**config.mk**
```make
export PLATFORM = sky130hd
export DESIGN_NAME = bin2bcd_display_conv
export DESIGN_NICKNAME = d
export VERILOG_FILES = /design/src/rtl/bcd_pkg.sv /design/src/rtl/bcd_digit_adj.sv /design/src/rtl/bin2bcd_display_conv.sv
export SDC_FILE = /design/constraint.sdc
export NUM_CORES = 1
export LEC_CHECK = 0
export ABC_AREA = 1
export ABC_CLOCK_PERIOD_IN_PS = 2900
export BUFFER_PORTS_ARGS = -buffer_cell sky130_fd_sc_hd__buf_4
export CORE_MARGIN = 2
export CORE_UTILIZATION = 40
export DETAILED_ROUTE_END_ITERATION = 12
export GPL_TIMING_DRIVEN = 0
export SYNTH_ARGS = -nofsm -noshare
export SYNTH_HDL_FRONTEND = slang
export SYNTH_SLANG_ARGS = --single-unit
```
**constraint.sdc**
```tcl
create_clock -name clk -period 2.9 [get_ports clk]
set_clock_uncertainty 0.1 [all_clocks]
set_input_delay 0.58 -clock clk [delete_from_list [all_inputs] [get_ports clk]]
set_output_delay 0.58 -clock clk [all_outputs]
set_load 0.01 [all_outputs]
```
**src/rtl/bcd_pkg.sv**
```systemverilog
// rtl/bcd_pkg.sv - shared types and constants for the binary-to-BCD display converter
package bcd_pkg;

   typedef enum logic [1:0] {
      IDLE = 2'd0,
      CONV = 2'd1,
      DONE = 2'd2
   } conv_state_t;

   localparam int DIGIT_W = 4;
   localparam logic [DIGIT_W-1:0] ADD3_THRESH = 4'd5;
   localparam logic [DIGIT_W-1:0] ADD3_VAL    = 4'd3;

   function automatic int pow10_minus1(input int n);
      int p;
      p = 1;
      for (int i = 0; i < n; i++) begin
         p = p * 10;
      end
      return p - 1;
   endfunction

endpackage

```
**src/rtl/bcd_digit_adj.sv**
```systemverilog
// rtl/bcd_digit_adj.sv - double-dabble digit correction: add 3 when the digit is 5 or more
module bcd_digit_adj
   import bcd_pkg::*;
(
   input  logic [DIGIT_W-1:0] digit_in,
   output logic [DIGIT_W-1:0] digit_out
);

   assign digit_out = (digit_in >= ADD3_THRESH) ? digit_in + ADD3_VAL : digit_in;

endmodule

```
**src/rtl/bin2bcd_display_conv.sv**
```systemverilog
// rtl/bin2bcd_display_conv.sv - iterative binary-to-BCD converter with saturation and leading-zero blanking
module bin2bcd_display_conv
   import bcd_pkg::*;
#(
   parameter int DATA_W   = 16,
   parameter int N_DIGITS = 4,
   parameter int SAT_VAL  = 9999
) (
   input  logic                        clk,
   input  logic                        rst,
   input  logic [DATA_W-1:0]           bin_in,
   input  logic                        in_valid,
   output logic                        in_ready,
   output logic [DIGIT_W*N_DIGITS-1:0] bcd_out,
   output logic [N_DIGITS-1:0]         blank,
   output logic                        ovf,
   output logic                        out_valid
);

   localparam int BCD_W = DIGIT_W * N_DIGITS;
   localparam int CNT_W = (DATA_W > 1) ? $clog2(DATA_W) : 1;
   localparam logic [DATA_W-1:0]   SAT_BIN     = DATA_W'(SAT_VAL);
   localparam logic [CNT_W-1:0]    LAST_CNT    = CNT_W'(DATA_W - 1);
   localparam logic [BCD_W-1:0]    ALL_NINES   = {N_DIGITS{4'h9}};
   localparam logic [N_DIGITS-1:0] BLANK_RESET = {{(N_DIGITS-1){1'b1}}, 1'b0};

   if (SAT_VAL != pow10_minus1(N_DIGITS)) begin : g_sat_check
      $error("SAT_VAL must equal 10**N_DIGITS-1");
   end

   conv_state_t       state;
   conv_state_t       next_state;
   logic [DATA_W-1:0] bin_sr;
   logic [BCD_W-1:0]  bcd_work;
   logic [BCD_W-1:0]  bcd_adj;
   logic [CNT_W-1:0]  cnt;
   logic              ovf_pend;
   logic              transfer;
   logic              over_sat;
   logic [N_DIGITS-1:0] blank_next;
   logic              zero_run;

   for (genvar g = 0; g < N_DIGITS; g++) begin : g_adj
      bcd_digit_adj u_adj (
         .digit_in  (bcd_work[g*DIGIT_W +: DIGIT_W]),
         .digit_out (bcd_adj[g*DIGIT_W +: DIGIT_W])
      );
   end

   assign transfer = in_valid && in_ready;
   assign over_sat = (bin_in > SAT_BIN);

   always_ff @(posedge clk or negedge rst) begin
      if (!rst) begin
         state <= IDLE;
      end else begin
         state <= next_state;
      end
   end

   always_comb begin
      next_state = state;
      in_ready   = 1'b0;
      case (state)
         IDLE: begin
            in_ready = 1'b1;
            if (in_valid) begin
               next_state = over_sat ? DONE : CONV;
            end
         end
         CONV: begin
            if (cnt == LAST_CNT) begin
               next_state = DONE;
            end
         end
         DONE: begin
            next_state = IDLE;
         end
         default: begin
            next_state = IDLE;
         end
      endcase
   end

   // A digit is blanked only if it and every more significant digit are zero.
   always_comb begin
      blank_next = '0;
      zero_run   = 1'b1;
      for (int i = N_DIGITS - 1; i >= 1; i--) begin
         zero_run      = zero_run && (bcd_work[i*DIGIT_W +: DIGIT_W] == '0);
         blank_next[i] = zero_run;
      end
   end

   always_ff @(posedge clk or negedge rst) begin
      if (!rst) begin
         bin_sr    <= '0;
         bcd_work  <= '0;
         cnt       <= '0;
         ovf_pend  <= 1'b0;
         bcd_out   <= '0;
         blank     <= BLANK_RESET;
         ovf       <= 1'b0;
         out_valid <= 1'b0;
      end else begin
         out_valid <= 1'b0;
         case (state)
            IDLE: begin
               if (transfer) begin
                  if (over_sat) begin
                     bcd_work <= ALL_NINES;
                     ovf_pend <= 1'b1;
                  end else begin
                     bin_sr   <= bin_in;
                     bcd_work <= '0;
                     cnt      <= '0;
                     ovf_pend <= 1'b0;
                  end
               end
            end
            CONV: begin
               // The top bit shifted out is always zero since the input never exceeds SAT_VAL.
               {bcd_work, bin_sr} <= {bcd_adj, bin_sr} << 1;
               cnt                <= cnt + 1'b1;
            end
            DONE: begin
               bcd_out   <= bcd_work;
               blank     <= blank_next;
               ovf       <= ovf_pend;
               out_valid <= 1'b1;
            end
            default: begin
               out_valid <= 1'b0;
            end
         endcase
      end
   end

endmodule

```
==> results of run 1 <==
-- layout make-up --
| class | count | area (um^2) | share of cell area (%) |
|---|---|---|---|
| multi-input combinational | 274 | 1290 | 35.5 |
| inverter | 32 | 120 | 3.30 |
| tap | 99 | 124 | 3.41 |
| clock inverter | 4 | 48.8 | 1.34 |
| sequential | 60 | 1510 | 41.4 |
| timing repair buffer | 40 | 300 | 8.26 |
| buffer | 16 | 103 | 2.82 |
| clock buffer | 12 | 145 | 3.99 |
-- final timing paths --
| check | startpoint | to | slack [ns] | cells after the start |
|---|---|---|---|---|
| max | state[1] | in_ready | 1.10 | 2 |
| min | rst | bcd_work[9] | 0.21 | 1 |
| max reg2reg | state[1] | bin_sr[10] | 1.34 | 6 |
| min reg2reg | bin_sr[9] | bin_sr[9] | 0.37 | 2 |
| max in group asynchronous | rst | bin_sr[10] | 1.98 | 1 |
| min in group clk | bin_sr[9] | bin_sr[9] | 0.37 | 2 |
-- worst max-delay path, stage by stage (launching register included) --
cell	delay, ns
dfrtp_1	0.45
nor2_2	0.19
buf_4	0.15
-- registers in the layout, summed over array words and instances, names as in the netlist --
name / flops
bcd_work: 16
bin_sr: 16
ovf_pend: 1
bcd_out: 16
blank: 3
cnt: 4
out_valid: 1
state: 2
ovf: 1
-- per-layer routing --
layer / up-vias / share of wire (%) / GRT usage, %
met5: - / 0 / 0
met3: 6 / 4.7 / 3.92
li1: 1320 / - / -
met2: 54 / 46 / 26.9
met4: 0 / 0.88 / 6.44
met1: 1168 / 48 / 22.6
-- synthesized netlist by cell type, types with 2 or more instances --
library cell | instances | area share (%)
inv_1 | 29 | 3.6
a21oi_1 | 22 | 3.6
o21ai_1 | 5 | 0.83
buf_2 | 7 | 1.2
nand2_1 | 132 | 16
nand4_1 | 3 | 0.62
clkbuf_1 | 4 | 0.50
xnor2_1 | 2 | 0.58
ha_1 | 11 | 4.6
nand2_2 | 3 | 0.62
nor2_1 | 29 | 3.6
dfrtp_1 | 57 | 47
inv_2 | 3 | 0.37
buf_6 | 4 | 1.5
nand3_1 | 23 | 3.8
dfstp_2 | 3 | 2.6
o21ai_0 | 33 | 5.5
-- per-stage QoR --
stage | area [um^2] | total power [mW] | instances | hold WS, ns
after floorplan | 3020 | 2.48 | 382 | 0.184
final | 3640 | 3.73 | 537 | 0.209
after global placement | 3440 | 3.00 | 521 | 0.356
after global routing | 3640 | 4.11 | 537 | 0.267
after detailed placement | 3440 | 3.03 | 521 | 0.359
after CTS | 3640 | 3.80 | 537 | 0.233
-- power by group through the flow --
| stage | Clock [mW] | Combinational, mW | Sequential, mW |
|---|---|---|---|
| 3_3_place_gp | 0 | 1.55 | 1.45 |
| 5_1_grt | 0.819 | 1.80 | 1.49 |
| 4_1_cts | 0.777 | 1.58 | 1.45 |
| 6_report | 0.744 | 1.55 | 1.44 |
| 3_5_place_dp | 0 | 1.57 | 1.46 |
| 2_1_floorplan | 0 | 1.00 | 1.47 |
-- kinds of logic after synthesis --
kind of cell	count (synthesis)
DFF	60
xor gates and xnor gates	2
buffers and inverters	48
and+or+nand+nor	196
adders and majority gates	11
other	1
AOI/OAI and AO/OA	64
==> summary.txt, run 1 <==
Status
  – Status: completed

Clock tree
  – # clock sinks: 60
  – CTS buffer count: 9
  – Clk slew on worst S/H paths: 0.07 ns
  – Root buf cell: clkbuf_8
  – Post_cts resized: 0
  – H-tree Lvls: 3
  – Clk buf depth: 2
  – Post-CTS setup buffers: 0
  – Worst-Skew Late Latency: 0.33 ns
  – Cts-stage hold buffer count: 0
  – CTS tree: yes

Power
  – P_int: 2.23 mW
  – Share of power burned in registers: 38.7%
  – Clock Power Share: 19.9%
  – Pleak: 1.89 nW
  – Net Sw Frac: 40.2%
  – Switch Pwr: 1.50 mW
  – Peak supply drop: 0.374 mV
  – Pwr dens: 1030 nW/um^2
  – Combinational power share: 41.4%

Yosys
  – Library cells used by synthesis: 29
  – Mux cell area share after synthesis: 0%
  – Post-Synth XOR/XNOR Area: 0.580%
  – Register area share after synthesis: 49.9%
  – Post-synth top flop: dfrtp_1
  – Synthesized area: 3020 um^2
  – Largest family of logic cells by synthesized area: simple AND/OR/NAND/NOR gates
  – Number of synthesized flops with an enable pin: 0
  – Yosys reg bits: 60
  – Syn Nets: 412
  – Mean Syn Cell Area: 7.90 um^2
  – Post-synth ARST share: 100%
  – Post-synthesis simple-gate area fraction: 26.6%
  – Compound-Gate Fraction of Synth Area: 10.9%
  – Gate Count Post-Synth: 382
  – Syn. warnings: 0
  – Post-Synth Adder-Cell Area: 4.56%

GRT
  – Largest net degree at the start of global routing: 61
  – Overflow after GRT: 0
  – Vias in the first global route: 2,527
  – Total track usage: 16.9%
  – First-pass GRT wire length: 11.3 mm
  – Initial antenna violation count: 0

STA
  – RSZ-0062 raised after global routing: no
  – Fin. Hold Viols: 0
  – Achievable Freq: 0.555 GHz
  – Tmin final: 1.80 ns
  – Setup Viol. Count Final: 0
  – Final period utilization: 62.1%
  – Setup ws final: 1.10 ns
  – Worst slew pin tran: 0.753 ns
  – Max Slew Vio Count: 0
  – TNS Setup: 0 ns
  – Rel. slew slack: 49.8%

Worst setup path
  – Critical path type: flop to output port
  – Crit Path Max Fanout: 5
  – Worst EP required: 2.22 ns
  – CP endpoint kind: output port
  – CP arrival: 1.12 ns
  – Worst setup SP type: flop

Cells and area
  – Fraction of layout cells with a size suffix above 1: 18.0%
  – Most common cell after layout, fill and taps aside: nand2_1
  – Area growth syn-to-layout: 20.5%
  – Most frequent cells in the layout: 132 x nand2_1, 57 x dfrtp_1, 41 x buf_4
  – Fin nets: 463
  – Final Util: 49.9%
  – Fill count: 756
  – Number of diodes: 0

Drt
  – 1st-pass router iterations: 4
  – DRC: 0
  – Vias after detailed routing: 2,548
  – ANT nets after route: 0
  – Number of DRC markers in iteration 0: 101
  – Final WL: 6.34 mm
  – Drt wl/cell: 11.8 um
  – Routed vias/inst: 4.74

Worst hold path
  – Min-delay worst type: primary input to async pin

Die
  – Ports: 42
  – Full die area: 8260 um^2
  – Core Rows: 31
  – Die height: 90.9 um
  – Die W: 90.9 um
  – Initial Util: 41.4%
  – Core box area: 7290 um^2

Flow run
  – Max_cap viols: 0

Placed design
  – Count of input and output buffers: 40
  – Dpl hpwl: 4.48 mm
  – GPL Wtd Cong: 0.762
  – Post-place setup slack: 1.00 ns
Note: power is estimated with default switching activity, not from simulation.
==> run 2, diff against run 1 <==
--- a/config.mk
+++ b/config.mk
@@ -6,7 +6,7 @@
 export NUM_CORES = 1
 export LEC_CHECK = 0
 export ABC_AREA = 1
-export ABC_CLOCK_PERIOD_IN_PS = 2900
+export ABC_CLOCK_PERIOD_IN_PS = 1550
 export BUFFER_PORTS_ARGS = -buffer_cell sky130_fd_sc_hd__buf_4
 export CORE_MARGIN = 2
 export CORE_UTILIZATION = 40
==> constraint.sdc (replaced) <==
create_clock -name clk -period 1.55 [get_ports clk]
set_clock_uncertainty 0.1 [all_clocks]
set_input_delay 0.31 -clock clk [delete_from_list [all_inputs] [get_ports clk]]
set_output_delay 0.31 -clock clk [all_outputs]
set_load 0.01 [all_outputs]
==> summary.txt, run 2 (same netlist as run 1, synthesis figures left out) <==
Power
  – Net Sw Frac: 40.2% (about the same)
  – Combinational power share: 42.5% (+1.1 points)
  – Switch Pwr: 2.89 mW (+92%)
  – Clock Power Share: 19.6% (-0.3 points)
  – Peak supply drop: 0.713 mV (+90%)
  – Share of power burned in registers: 38.0% (-0.7 points)
  – Pleak: 1.92 nW (+1.5%)
  – Pwr dens: 1930 nW/um^2 (+88%)
  – P_int: 4.30 mW (+93%)

Clock tree
  – H-tree Lvls: 3 (unchanged)
  – Clk slew on worst S/H paths: 0.06 ns (about the same)
  – CTS buffer count: 9 (unchanged)
  – Clk buf depth: 2 (unchanged)
  – Root buf cell: clkbuf_8
  – Worst-Skew Late Latency: 0.34 ns (about the same)
  – CTS tree: yes
  – # clock sinks: 60 (unchanged)

STA
  – Fin. Hold Viols: 0 (unchanged)
  – Final period utilization: 95.7%
  – Tmin final: 1.48 ns
  – TNS Setup: 0 ns (unchanged)
  – Max Slew Vio Count: 0 (unchanged)
  – Final hold slack: 0.148 ns (-0.0607 ns)
  – Setup Viol. Count Final: 0 (unchanged)
  – Rel. slew slack: 50.0% (+0.21 points)
  – RSZ-0062 raised after global routing: yes
  – Worst slew pin tran: 0.750 ns (-0.00316 ns)
  – Achievable Freq: 0.674 GHz

Worst setup path
  – R2R Path Start: state[0]
  – Worst setup SP type: flop
  – CP arrival: 1.07 ns (-0.05 ns)
  – CP endpoint kind: output port
  – Slack of the worst reg-to-reg path: 0.09 ns (-1.25 ns)
  – Critical path type: flop to output port
  – Worst EP required: 1.14 ns (-1.08 ns)
  – Crit-path cells: nor2_4 -> buf_4
  – Slowest stage delay, CP: 0.46 ns (about the same)
  – Crit Path Max Fanout: 5 (unchanged)
  – Reg2reg path depth: 7 (+1)
  – Critical path depth: 2 (unchanged)
  – Worst Path Buf+Inv: 1 (unchanged)
  – Slowest CP cell: dfrtp_2
  – Reg-to-reg endpoint: bin_sr[13]
  – CP top delay family: flip-flops

GRT
  – GR Util met1: 22.6% (unchanged)
  – Vias in the first global route: 2,527 (unchanged)
  – First-pass GRT wire length: 11.3 mm (-0.12%)
  – Largest net degree at the start of global routing: 61 (unchanged)
  – Met2 usage: 26.9% (unchanged)
  – Overflow after GRT: 0 (unchanged)
  – M3 GR Usage: 3.84% (-0.083 points)
  – Initial antenna violation count: 0 (unchanged)
  – GRT busiest layer: met2
  – Total track usage: 16.9% (-0.018 points)

Drt
  – DRC: 0 (unchanged)
  – Number of DRC markers in iteration 0: 79 (-22%)
  – Vias after detailed routing: 2,600 (+2.0%)
  – Drt wl/cell: 11.9 um (+0.87%)
  – Final WL: 6.45 mm (+1.8%)
  – 1st-pass router iterations: 4 (unchanged)
  – ANT nets after route: 0 (unchanged)
  – Routed vias/inst: 4.80 (+1.1%)

Cells and area
  – Most frequent cells in the layout: 132 x nand2_1, 54 x dfrtp_1, 49 x buf_4
  – Fin nets: 468 (+1.1%)
  – Finished Cell Area: 3720 um^2 (+2.4%)
  – Area growth syn-to-layout: 23.3%
  – Most common cell after layout, fill and taps aside: nand2_1
  – Fraction of layout cells with a size suffix above 1: 23.3% (+5.2 points)
  – Number of diodes: 0 (unchanged)
  – Number of cells in the finished layout apart from fillers: 542 (+0.93%)
  – Largest regs: bcd_out x16, bcd_work x16, bin_sr x16

Flow run
  – Max_cap viols: 0 (unchanged)

Die
  – Initial Util: 41.4% (unchanged)
  – Core Rows: 31 (unchanged)
  – Core box area: 7290 um^2 (unchanged)
  – Die W: 90.9 um (unchanged)
  – Die height: 90.9 um (unchanged)
  – Full die area: 8260 um^2 (unchanged)
  – Ports: 42 (unchanged)

Worst hold path
  – Min-delay worst type: primary input to flop
  – Hold Startpoint: bin_in[0]
  – Worst Hold Path EP: bin_sr[0]
  – Hold depth: 3

Placed design
  – Count of input and output buffers: 40 (unchanged)
  – Area after DPL: 3440 um^2 (unchanged)
  – Placed cells: 521 (unchanged)
  – GPL Wtd Cong: 0.762 (unchanged)
  – Dpl hpwl: 4.48 mm (unchanged)

Status
  – Status: completed
[run 2: cell count changes in the layout (fill, tap and decap cells not counted), sizes merged]
cell / previous run / this run
dlygate4sd3: 0 / 1
buf: 52 / 56
[run 2: worst max-delay path by stage]
| stage | start | end | slack [ns] |
|---|---|---|---|
| finish | state[1] | in_ready | 0.07 |
| floorplan | state[1] | bin_sr[11] | 0.12 |
| global placement | bin_in[12] | bin_sr[13] | -0.08 |
| CTS | state[1] | in_ready | 0.01 |
| detailed placement | bin_in[12] | bin_sr[13] | -0.08 |
| global route | bcd_work[4] | bcd_work[5] | -0.004 |
[run 2: per-stage QoR]
stage / worst slack (ns) / total power [mW] / util, %
floorplan: 0.123 / 4.64 / -
global placement: -0.0785 / 5.61 / 47.2
detailed placement: -0.0762 / 5.67 / 47.2
CTS: 0.0127 / 7.12 / 50.1
global route: -0.00389 / 7.88 / 51.1
finish: 0.0666 / 7.19 / 51.1
[run 2: metal layers]
metal  vias to the layer above  routed length (um)
li1                       1328                   -
met1                      1205                3080
met2                        57                2990
met3                        10                 277
met4                         0                  99
met5                         -                   0
[run 2: layout make-up]
type | instances | area, um^2
buffer | 16 | 120
clock buffer | 12 | 145
clock inverter | 4 | 48.8
fill | 752 | 3570
inverter | 32 | 123
multi-input combinational | 274 | 1310
sequential | 60 | 1510
tap | 99 | 124
timing repair buffer | 45 | 340
[run 2: power groups by stage]
stage               combinational, mW  sequential, mW  clock, mW
finish                           3.06            2.73       1.41
global route                     3.53            2.82       1.53
CTS                              2.96            2.71       1.45
detailed placement               2.94            2.73          0
global placement                 2.90            2.71          0
floorplan                        1.88            2.76          0
[run 2: what timing repair did]
item,in CTS,in global routing
resized for setup,4,30
setup endpoints to repair,9,33
hold buffers,1,0
pin swaps,0,3
hold endpoints to repair,57,0
buffers inserted,0,4
[run 2: worst register-to-register path, delay by kind of cell (launching register included)]
family	cells	cell delay [ns]
buffers and inverters	3	0.37
and+or+nand+nor	4	0.50
DFF	1	0.43
==> run 3, diff against run 2 <==
--- a/config.mk
+++ b/config.mk
@@ -10,8 +10,10 @@
 export BUFFER_PORTS_ARGS = -buffer_cell sky130_fd_sc_hd__buf_4
 export CORE_MARGIN = 2
 export CORE_UTILIZATION = 40
+export CTS_CLUSTER_SIZE = 14
 export DETAILED_ROUTE_END_ITERATION = 12
 export GPL_TIMING_DRIVEN = 0
+export RECOVER_POWER = 100
 export SYNTH_ARGS = -nofsm -noshare
 export SYNTH_HDL_FRONTEND = slang
 export SYNTH_SLANG_ARGS = --single-unit
==> summary.txt, run 3 (same netlist as run 1, synthesis figures left out) <==
Status
  – Status: completed

Cells and area
  – Number of cells in the finished layout apart from fillers: 542 (unchanged)
  – Fin nets: 468 (unchanged)
  – Fraction of layout cells with a size suffix above 1: 18.3% (-5.0 points)
  – Final Util: 50.1% (-1.0 points)
  – Most frequent cells in the layout: 132 x nand2_1, 54 x dfrtp_1, 33 x o21ai_0
  – Fill count: 773 (+2.8%)
  – Largest regs: bcd_out x16, bcd_work x16, bin_sr x16
  – Area growth syn-to-layout: 20.9%
  – Number of diodes: 0 (unchanged)
  – Most common cell after layout, fill and taps aside: nand2_1

Flow run
  – Max_cap viols: 0 (unchanged)

GRT
  – Largest net degree at the start of global routing: 61 (unchanged)
  – Vias in the first global route: 2,527 (unchanged)
  – Initial antenna violation count: 0 (unchanged)
  – First-pass GRT wire length: 11.3 mm (unchanged)
  – Overflow after GRT: 0 (unchanged)
  – Total track usage: 16.9% (unchanged)

Power
  – Pleak: 1.85 nW (-3.6%)
  – Peak supply drop: 0.718 mV (+0.77%)
  – Pwr dens: 1910 nW/um^2 (-0.88%)
  – Pwr Total: 6.99 mW (-2.8%)

Die
  – Ports: 42 (unchanged)
  – Die W: 90.9 um (unchanged)
  – Core box area: 7290 um^2 (unchanged)
  – Full die area: 8260 um^2 (unchanged)
  – Die height: 90.9 um (unchanged)
  – Core Rows: 31 (unchanged)
  – Initial Util: 41.4% (unchanged)

Worst setup path
  – Worst EP required: 1.14 ns (about the same)
  – Worst setup SP type: flop
  – Critical path type: flop to output port
  – Crit Path Max Fanout: 5 (unchanged)
  – Slowest CP cell: dfrtp_2
  – Crit-path cells: nor2_4 -> clkbuf_2
  – Slack of the worst reg-to-reg path: 0.09 ns (about the same)
  – Reg-to-reg endpoint: bin_sr[13]
  – Critical path depth: 2 (unchanged)
  – Slowest stage delay, CP: 0.46 ns (about the same)
  – End of the critical path: in_ready
  – Reg2reg path depth: 7 (unchanged)
  – R2R Path Start: state[0]
  – CP endpoint kind: output port
  – Setup crit start: state[1]
  – Worst Path Buf+Inv: 1 (unchanged)
  – CP top delay family: flip-flops
  – CP arrival: 1.08 ns (about the same)

STA
  – Setup Viol. Count Final: 0 (unchanged)
  – Final hold slack: 0.148 ns (+0.0000420 ns)
  – Worst slew pin tran: 0.811 ns (+0.0610 ns)
  – Max Slew Vio Count: 0 (unchanged)
  – Tmin final: 1.49 ns (+0.0102 ns)
  – RSZ-0062 raised after global routing: yes
  – Final period utilization: 96.4% (+0.66 points)
  – Rel. slew slack: 45.9% (-4.1 points)
  – Achievable Freq: 0.670 GHz (-0.68%)
  – Fin. Hold Viols: 0 (unchanged)

Placed design
  – Dpl hpwl: 4.48 mm (unchanged)
  – GPL Wtd Cong: 0.762 (unchanged)
  – Placed cells: 521 (unchanged)
  – Count of input and output buffers: 40 (unchanged)

Worst hold path
  – Min-delay worst type: primary input to flop

Clock tree
  – Root buf cell: clkbuf_8
  – CTS buffer count: 9 (unchanged)
  – H-tree Lvls: 3 (unchanged)
  – CTS tree: yes
  – # clock sinks: 60 (unchanged)
  – Clk buf depth: 2 (unchanged)
  – Worst-Skew Late Latency: 0.34 ns (about the same)
  – Clk slew on worst S/H paths: 0.06 ns (about the same)

Drt
  – Routed vias/inst: 4.79 (-0.23%)
  – 1st-pass router iterations: 4 (unchanged)
  – DRC: 0 (unchanged)
  – Met2 WL: 2.99 mm (unchanged)
  – DR WL met3: 289 um (+4.3%)
  – Final WL: 6.49 mm (+0.57%)
  – Vias after detailed routing: 2,594 (-0.23%)
  – Met1 wire length: 3.12 mm (+1.1%)
  – Number of DRC markers in iteration 0: 90 (+14%)
  – Top layer in use: met4
  – ANT nets after route: 0 (unchanged)
  – Drt wl/cell: 12.0 um (+0.57%)
[run 3: cell types whose count changed in the layout (fill, tap and decap cells not counted), sizes merged]
cell and delta:
buf -21, clkbuf +21
[run 3: per-layer routing]
metal  vias to the layer above  track usage (%)
met4                         0             6.44
met3                         9             3.84
met2                        55             26.9
met5                         -                0
li1                       1326                -
met1                      1204             22.6
[run 3: layout make-up]
type                            count  area, um^2  area share [%]
Buffer                             16         120            3.29
Clock inverter                      4        48.8            1.34
Timing Repair Buffer               45         270            7.40
Tap cell                           99         124            3.39
Inverter                           32         123            3.36
Sequential cell                    60        1510            41.3
Multi-Input combinational cell    274        1310            35.9
Clock buffer                       12         145            3.98
[run 3: stage by stage]
step	worst slack, ns	setup TNS (ns)	cell area, um^2
2_1_floorplan	0.123	0	3020
3_3_place_gp	-0.0785	-0.699	3440
3_5_place_dp	-0.0762	-1.04	3440
4_1_cts	0.0127	0	3650
5_1_grt	-0.00389	-0.0105	3650
6_report	0.0564	0	3650
[run 3: how the worst min path moves through the flow]
| stage | startpoint | to | slack, ns | cells past startpoint |
|---|---|---|---|---|
| 2_1_floorplan | rst | bcd_out[0] | -0.09 | 0 |
| 3_3_place_gp | rst | bcd_out[9] | 0.34 | 1 |
| 3_5_place_dp | rst | bcd_out[9] | 0.33 | 1 |
| 4_1_cts | bin_in[0] | bin_sr[0] | 0.14 | 3 |
| 5_1_grt | bin_in[0] | bin_sr[0] | 0.18 | 3 |
| 6_report | bin_in[0] | bin_sr[0] | 0.15 | 3 |
[run 3: repair_timing]
action / 4_1_cts / 5_1_grt
hold endpoints to repair: 57 / 0
hold buffers: 1 / 0
pin swaps: 0 / 3
resized for setup: 4 / 30
buffers inserted: 0 / 4
cloned: 0 / 0
setup endpoints to repair: 9 / 33
[run 3: where the power goes]
group | internal [mW] | switching, mW | total [mW]
sequential | 2.25 | 0.478 | 2.72
clock | 0.785 | 0.619 | 1.40
combinational | 1.08 | 1.78 | 2.86
total | 4.11 | 2.88 | 6.99
[run 3: worst reg2reg max path: cells and delay by family, from the launching register on]
kind          cells  cell delay, ns
simple gates      4            0.50
flops             1            0.43
buf+inv           3            0.37
